$ cat src/rtl/kernel_collatz.sv
// kernel_collatz: per-thread Collatz step counter; iterates n until it reaches 1 and reports the step count.
// Ports: clk, srst (sync active-high), in_data[15:0] operand, in_valid level job request,
//        out_data[15:0] step count or 16'hFFFF on overflow/limit, out_valid level result flag, busy (in RUN).
// Optional macro COLLATZ_SHORTCUT_EN: odd steps fold the following halving into the same cycle.
module kernel_collatz #(
    parameter int WIDTH     = 32,
    parameter int MAX_STEPS = 1000
) (
    input  logic        clk,
    input  logic        srst,
    input  logic [15:0] in_data,
    input  logic        in_valid,
    output logic [15:0] out_data,
    output logic        out_valid,
    output logic        busy
);
    typedef enum logic [2:0] {IDLE = 3'b001, RUN = 3'b010, DONE = 3'b100} state_t;
    localparam logic [WIDTH-1:0] N_ONE = 1;
    localparam logic [WIDTH+1:0] T_ONE = 1;
    localparam logic [15:0] MAX16 = 16'(MAX_STEPS);
    state_t           r_state;
    logic [WIDTH-1:0] r_n;
    logic [15:0]      r_steps;
    logic [15:0]      r_out_data;
    logic             r_out_valid;
    logic             r_busy;
    logic [WIDTH+1:0] w_tri;
    logic             w_ovf;
    logic [WIDTH-1:0] w_odd_n;
    logic [15:0]      w_odd_inc;
    // 3n+1 in two extra bits so a too-large result is visible in the top bits
    assign w_tri = ({2'b00, r_n} << 1) + {2'b00, r_n} + T_ONE;
    assign w_ovf = |w_tri[WIDTH+1:WIDTH];
`ifdef COLLATZ_SHORTCUT_EN
    // 3n+1 is always even, so its halving is folded in and counted as a second step
    assign w_odd_n   = w_tri[WIDTH:1];
    assign w_odd_inc = 16'd2;
`else
    assign w_odd_n   = w_tri[WIDTH-1:0];
    assign w_odd_inc = 16'd1;
`endif
    assign out_data  = r_out_data;
    assign out_valid = r_out_valid;
    assign busy      = r_busy;
    always_ff @(posedge clk) begin
        if (srst) begin
            r_state     <= IDLE;
            r_n         <= '0;
            r_steps     <= '0;
            r_out_data  <= '0;
            r_out_valid <= 1'b0;
            r_busy      <= 1'b0;
        end else begin
            case (r_state)
                IDLE: begin
                    r_out_valid <= 1'b0;
                    if (in_valid) begin
                        r_n     <= WIDTH'(in_data);
                        r_steps <= '0;
                        r_busy  <= 1'b1;
                        r_state <= RUN;
                    end
                end
                RUN: begin
                    if (!in_valid) begin
                        r_busy  <= 1'b0;
                        r_state <= IDLE;
                    end else if (r_n <= N_ONE) begin
                        r_out_data  <= r_steps;
                        r_out_valid <= 1'b1;
                        r_busy      <= 1'b0;
                        r_state     <= DONE;
                    end else if (r_steps >= MAX16 || (r_n[0] && w_ovf)) begin
                        r_out_data  <= 16'hFFFF;
                        r_out_valid <= 1'b1;
                        r_busy      <= 1'b0;
                        r_state     <= DONE;
                    end else if (!r_n[0]) begin
                        r_n     <= r_n >> 1;
                        r_steps <= r_steps + 16'd1;
                    end else begin
                        r_n     <= w_odd_n;
                        r_steps <= r_steps + w_odd_inc;
                    end
                end
                DONE: begin
                    if (!in_valid) begin
                        r_out_valid <= 1'b0;
                        r_state     <= IDLE;
                    end
                end
                default: begin
                    r_out_valid <= 1'b0;
                    r_busy      <= 1'b0;
                    r_state     <= IDLE;
                end
            endcase
        end
    end
endmodule

$ cat config.mk
export PLATFORM = sky130hd
export DESIGN_NAME = kernel_collatz
export DESIGN_NICKNAME = d
export VERILOG_FILES = /design/src/rtl/kernel_collatz.sv
export SDC_FILE = /design/constraint.sdc
export NUM_CORES = 1
export LEC_CHECK = 0
export ABC_AREA = 0
export CAP_MARGIN = 20
export CORE_MARGIN = 1
export CORE_UTILIZATION = 60
export CTS_CLUSTER_SIZE = 16
export DETAILED_ROUTE_END_ITERATION = 8
export PLACE_DENSITY = 0.77
export SYNTH_ARGS = -nofsm -noshare
export SYNTH_HDL_FRONTEND = slang
export SYNTH_SLANG_ARGS = --single-unit
export TNS_END_PERCENT = 5
$ cat constraint.sdc
create_clock -name clk -period 8.2 [get_ports clk]
set_clock_uncertainty 0.2 [all_clocks]
set_input_delay 0.82 -clock clk [delete_from_list [all_inputs] [get_ports clk]]
set_output_delay 0.82 -clock clk [all_outputs]
set_load 0.02 [all_outputs]
==> impl_metrics.json, run 1 <==
{
  "status": "complete, no violations",
  "slew_violations": 0,
  "finalPower_mw": 0.811,
  "fin_nets": 779,
  "post_drt_wl_per_cell_um": 17.6,
  "relSlewSlack_pct": 26.6,
  "antenna_found_initial": 0,
  "cts_max_level": 3,
  "synth-main-ff-cell": "dfxtp_1",
  "ant_nets": 0,
  "rsz0062_at_grt": "false",
  "rows": 34,
  "die_height_um": 98.2,
  "pin_count": 37,
  "final_area_um2": 6080,
  "synth_edf_count": 0,
  "drc": 0,
  "drt-total-wl_um": 14400,
  "cp_max_fo": 47,
  "leakage_nw": 2.42,
  "grt_pass1_wl_um": 23900,
  "grt.total_usage_pct": 30.3,
  "clk_latency_ns": 0.36,
  "setup_viol": 0,
  "syn-cell-area_um2": 5560,
  "portBuffers": 36,
  "synth_cell_type_count": 67,
  "hold_violations": 0,
  "placedCellCount": 798,
  "reg2reg_slack_ns": 2.80,
  "crit_arrival_ns": 5.50,
  "hold_end": "r_steps[12]",
  "synthAdderAreaFrac_pct": 13.4,
  "place_congestion": 0.945,
  "ctsHoldBuffers": 0,
  "vdd_drop_max_mv": 0.0956,
  "period_minus_slack_ns": 5.40,
  "die_width_um": 98.2,
  "grt_start_max_net_pins": 48,
  "hold_depth": 1,
  "r2r_cells": 11,
  "viasPerCell": 6.51,
  "clock_path_buffers": 2,
  "maxCapViolCount": 0,
  "synth_compound_area_share_pct": 29.0,
  "cts_made_buffers": 9,
  "area_growth_pct": 9.50,
  "worstHoldStart": "r_steps[12]",
  "cp_data_required_time_ns": 8.30,
  "ys_ff_latch": 69,
  "startpoint": "r_n[0]",
  "stdcell_count": 814,
  "synth_cells": 692,
  "path_class": "register to register",
  "post_synth.cell_area_avg_um2": 8.03,
  "synth-simple-area-share_pct": 18.5,
  "ctsResizeCount": 0,
  "synth_xor_area_share_pct": 4.26,
  "die-area_um2": 9650,
  "grt_pass1_vias": 4993,
  "post_dp_cell_area_um2": 5890,
  "holdWs_ns": 0.305,
  "cts_setup_buffers": 0,
  "core_area_um2": 8850,
  "synth.yosys.seq_area_share_pct": 24.9,
  "min_path_type": "register to register",
  "yosysWarnings": 0,
  "fin_crit_sh_pct": 65.8,
  "cts.sinks": 69,
  "fmax_mhz": 185,
  "synth_mux_area_share_pct": 3.45,
  "drtIter0Drc": 299,
  "power_density_nw_per_um2": 133,
  "synth_nets": 770,
  "setup_tns_ns": 0,
  "cts_tree": "built",
  "path_clk_slew_ns": 0.10,
  "cts_root_buffer": "clkbuf_8",
  "num_antenna_cells": 0,
  "setup.worst_path.end_class": "register",
  "initial_core_util_pct": 62.8,
  "dpl.hpwl_um": 10400,
  "dr.pass1.iters": 7,
  "worst_slew_pin_slew_ns": 1.10,
  "vias": 5303,
  "r2r-end": "r_n[26]",
  "cp-start-kind": "register",
  "ys_async_sr_fraction_pct": 0,
  "grt_overflow": 0,
  "layout-drive-gt1-share_pct": 7.65,
  "synth_top_family_by_area": "compound AO/OA/AOI/OAI gates",
  "r2r_start": "r_n[0]"
}
==> routing by layer <==
layer	share of wire [%]	global-route usage, %	vias to the layer above	routed length [um]
met1	42	36.6	2535	6080
li1	-	-	2546	-
met2	50	55.1	182	7240
met4	2.5	9.18	0	355
met3	4.8	4.80	40	685
met5	0	0	-	0
==> layout by cell type, fill, tap and decap left out, drive strengths merged, types with 4 or more instances in the layout <==
cell type and count:
xor2 8, nand3 29, and2 5, o221a 17, nor2b 6, ha 58
o2bb2ai 8, or3 8, o211ai 9, inv 51, o21ai 25, nor2 50
a211oi 12, mux2i 18, dfxtp 69, clkdlybuf4s50 36, a21oi 68, nand2b 14
clkbuf 9, a31oi 7, and3 13, a21o 17, nand4 12, a21boi 4
nor3 10, xnor2 19, a211o 13, o31ai 4, nand2 54, o2111ai 5
==> cell usage after synthesis, types with 6 or more instances <==
master / count / area (um2)
nand4_1: 12 / 75.1
o211ai_1: 9 / 67.6
xnor2_1: 19 / 166
and3_1: 13 / 81.3
or3_1: 8 / 50.1
a21oi_1: 64 / 320
inv_1: 44 / 165
ha_1: 58 / 726
clkbuf_1: 20 / 75.1
nand3_1: 29 / 145
a31oi_1: 7 / 43.8
a211o_1: 13 / 114
nand2b_1: 14 / 87.6
nor2_1: 48 / 180
dfxtp_1: 69 / 1380
a21o_1: 17 / 128
nand2_1: 54 / 203
buf_2: 15 / 75.1
o221a_2: 17 / 191
mux2i_1: 18 / 180
o2bb2ai_1: 8 / 70.1
a211oi_1: 11 / 82.6
nor2b_1: 6 / 37.5
xor2_1: 8 / 70.1
nor3_1: 10 / 50.1
o21ai_0: 23 / 115
==> state kept, by name, indices dropped and copies added (netlist names), named ones only <==
signal     cells
r_n           31
busy           1
r_steps       16
r_state        3
out_valid      1
out_data      16
==> where the power goes <==
part | switching [mW] | total, mW | internal (mW)
registers | 0.0198 | 0.364 | 0.344
logic | 0.0922 | 0.157 | 0.0652
clock network | 0.168 | 0.289 | 0.121
total | 0.280 | 0.811 | 0.531
==> worst max-delay path, cell delays in order, from the launching register on <==
cell and delay [ns]:
dfxtp_2 1.08, inv_1 0.50, ha_1 0.44, a21oi_1 0.06, o221a_2 0.33, a221o_1 0.35
a211oi_1 0.33, o211a_1 0.29, a2111oi_4 0.08, nor2_2 0.87, and2_1 0.57, a22o_1 0.22
==> layout make-up <==
type | instances | area [um2]
multi-input cells | 537 | 3820
fillers | 733 | 2770
flip-flops and latches | 69 | 1380
repair buffers | 39 | 383
inverters | 45 | 169
well taps | 108 | 135
clock buffers | 9 | 124
clock inverters | 7 | 73.8
==> cells by family (layout without fill, tap and decap cells) <==
| group | count (synthesis) | in the layout |
|---|---|---|
| AO/OA/AOI/OAI | 220 | 220 |
| XOR/XNOR | 27 | 27 |
| adder cells (fa/ha/maj) | 59 | 59 |
| buffers and inverters | 86 | 100 |
| flip-flops | 69 | 69 |
| multiplexers | 19 | 19 |
| AND/OR/NAND/NOR | 212 | 212 |
==> stage by stage <==
| step | worst slack, ns | util (%) |
|---|---|---|
| 3_5_place_dp | 2.97 | 66.5 |
| 4_1_cts | 2.92 | 68.8 |
| 6_report | 2.80 | 68.8 |
| 2_1_floorplan | 4.82 | - |
| 5_1_grt | 2.50 | 68.8 |
| 3_3_place_gp | 3.13 | 66.5 |
==> how the worst max path moves through the flow <==
stage	cells past startpoint	slack [ns]	endpoint
after floorplan	14	4.82	r_steps[5]
after global placement	11	3.13	r_n[26]
after detailed placement	11	2.97	r_n[26]
after CTS	11	2.92	r_n[26]
after global routing	11	2.50	r_n[26]
final	11	2.80	r_n[26]
(Power assumes the default switching activity.)
==> inputs of run 2 (changes only) <==
--- a/config.mk
+++ b/config.mk
@@ -8,10 +8,10 @@
 export ABC_AREA = 0
 export CAP_MARGIN = 20
 export CORE_MARGIN = 1
-export CORE_UTILIZATION = 60
+export CORE_UTILIZATION = 55
 export CTS_CLUSTER_SIZE = 16
 export DETAILED_ROUTE_END_ITERATION = 8
-export PLACE_DENSITY = 0.77
+export PLACE_DENSITY = 0.74
 export SYNTH_ARGS = -nofsm -noshare
 export SYNTH_HDL_FRONTEND = slang
 export SYNTH_SLANG_ARGS = --single-unit
==> constraint.sdc (replaced) <==
create_clock -name clk -period 4.45 [get_ports clk]
set_clock_uncertainty 0.2 [all_clocks]
set_input_delay 0.445 -clock clk [delete_from_list [all_inputs] [get_ports clk]]
set_output_delay 0.445 -clock clk [all_outputs]
set_load 0.02 [all_outputs]
==> run 2 against run 1 <==
Effect of this change: fmax increased by 46%; power increased by 93%; final cell count increased by 3.7%; worst hold slack got worse by 0.013 ns; combinational power increased by 94%; clock power increased by 110%; design area increased by 1.9%; sequential share of layout area decreased by 0.42 points; first-iteration DRC count increased by 8.0%; worst setup slack got worse by 2.0 ns; via count decreased by 2.1%.
==> impl_metrics.json, run 2 (synthesized netlist as in run 1, its figures left out) <==
{
  "status": "complete, no violations",
  "layout.cells.most_common": "dfxtp_1",
  "hold_violations": 0,
  "rows": 36,
  "grt_start_max_net_pins": 38,
  "ff_latch_area_um2": 1380,
  "worst_slew_pin_slew_ns": 0.612,
  "cts_root_buffer": "clkbuf_8",
  "drc": 0,
  "grt_pass1_vias": 4777,
  "multi_input_area_um2": 3820,
  "crit_chain": "inv_1 -> ha_1 -> nand2_1 -> o21a_1 -> a221o_1 -> a211oi_1 -> o211a_1 -> a2111oi_4 -> nor2_2 -> buf_12 -> a211oi_1 -> a211oi_1",
  "die_height_um": 103,
  "die_width_um": 103,
  "cp_common_cell": "a211oi_1",
  "fin_crit_sh_pct": 82.8,
  "cts_setup_buffers": 0,
  "crit_arrival_ns": 3.75,
  "setup_tns_ns": 0,
  "cp_data_required_time_ns": 4.52,
  "relSlewSlack_pct": 58.8,
  "grt.total_usage_pct": 28.0,
  "initial_core_util_pct": 56.8,
  "layout_common_cells": "dfxtp_1, a21oi_1, ha_1, nand2_1, nor2_1",
  "cp_top_family": "compound AO/OA/AOI/OAI gates",
  "post_drt_wl_per_cell_um": 16.7,
  "power_density_nw_per_um2": 253,
  "dr.pass1.iters": 5,
  "grt_overflow": 0,
  "min_path_type": "register to register",
  "vias": 5191,
  "area_growth_pct": 11.6,
  "regMostFlops": "r_n",
  "setup_ws_ns": 0.765,
  "dp_worst_setup_slack_ns": 0.809,
  "rsz0062_at_grt": "false",
  "drt-total-wl_um": 14100,
  "critPathBufInv": 2,
  "pin_count": 37,
  "layout-drive-gt1-share_pct": 8.30,
  "period_minus_slack_ns": 3.68,
  "die-area_um2": 10500,
  "slew_violations": 0,
  "portBuffers": 36,
  "cts_tree": "built",
  "grt_pass1_wl_um": 23000,
  "cp_max_fo": 29,
  "cts.sinks": 69,
  "cpPeakStageDelay_ns": 0.47,
  "ctsResizeCount": 0,
  "ctsHoldBuffers": 0,
  "finalPower_mw": 1.57,
  "core_area_um2": 9770,
  "viasPerCell": 6.15,
  "fin_nets": 784,
  "cts_made_buffers": 9,
  "leakage_nw": 2.46,
  "drtIter0Drc": 323,
  "fmax_mhz": 271,
  "reg2reg_slack_ns": 0.77,
  "path_class": "register to register",
  "cpMaxStageDelayCell": "nor2_2",
  "path_clk_slew_ns": 0.09,
  "num_antenna_cells": 0,
  "ant_nets": 0,
  "setup.worst_path.end_class": "register",
  "cts_max_level": 3,
  "cp-start-kind": "register",
  "place_congestion": 0.940,
  "vdd_drop_max_mv": 0.171,
  "dpl.hpwl_um": 10300,
  "setup_viol": 0,
  "maxCapViolCount": 0,
  "clock_path_buffers": 2,
  "largest_reg_flops": 31,
  "antenna_found_initial": 0,
  "fillers": 880,
  "clk_latency_ns": 0.36
}
run 2: cell count changes in the layout (fill, tap and decap cells not counted), sizes merged:
| cell | before | now |
|---|---|---|
| inv | 51 | 48 |
| bufinv | 0 | 2 |
| clkinv | 1 | 2 |
| buf | 3 | 8 |
run 2: area by class of cell:
class                      count  share of cell area (%)
clock buffer                   9                    2.00
clock inverter                 7                    1.72
inverter                      45                    2.73
multi-input combinational    537                    61.6
sequential                    69                    22.3
tap                          133                    2.69
timing repair buffer          44                    6.99
run 2: power by group:
part | switching (mW) | total (mW) | leakage (nW) | internal (mW)
Combinational | 0.180 | 0.305 | 1.79 | 0.125
Sequential | 0.0246 | 0.659 | 0.560 | 0.635
Clock | 0.278 | 0.603 | 0.116 | 0.325
Total | 0.482 | 1.57 | 2.46 | 1.09
run 2: path summary, 6_finish.rpt:
kind / from / endpoint / cells after the start
min: r_n[10] / r_n[10] / 2
min reg2reg: r_n[10] / r_n[10] / 2
max reg2reg: r_n[6] / r_n[2] / 12
max: r_n[6] / r_n[2] / 12
run 2: worst register-to-register path, cell delays in order (launching register included):
cell	delay [ns]
dfxtp_1	0.40
inv_1	0.07
ha_1	0.44
nand2_1	0.14
o21a_1	0.19
a221o_1	0.40
a211oi_1	0.33
o211a_1	0.29
a2111oi_4	0.08
nor2_2	0.47
buf_12	0.24
a211oi_1	0.08
a211oi_1	0.26
run 2: per-layer routing:
layer	vias to the layer above	wire [um]	track usage (%)
met5	-	0	0
met4	0	283	10.5
met3	30	782	4.14
met2	167	6740	47.6
met1	2443	6310	35.9
li1	2551	-	-
run 2: per-stage QoR:
step	cell area [um2]	std cells	hold slack (ns)	util, %
after CTS	6200	844	0.299	63.4
after detailed placement	5970	828	0.287	61.0
after global routing	6200	844	0.322	63.4
after floorplan	5560	692	0.265	-
after global placement	5970	828	0.283	61.0
final	6200	844	0.292	63.4
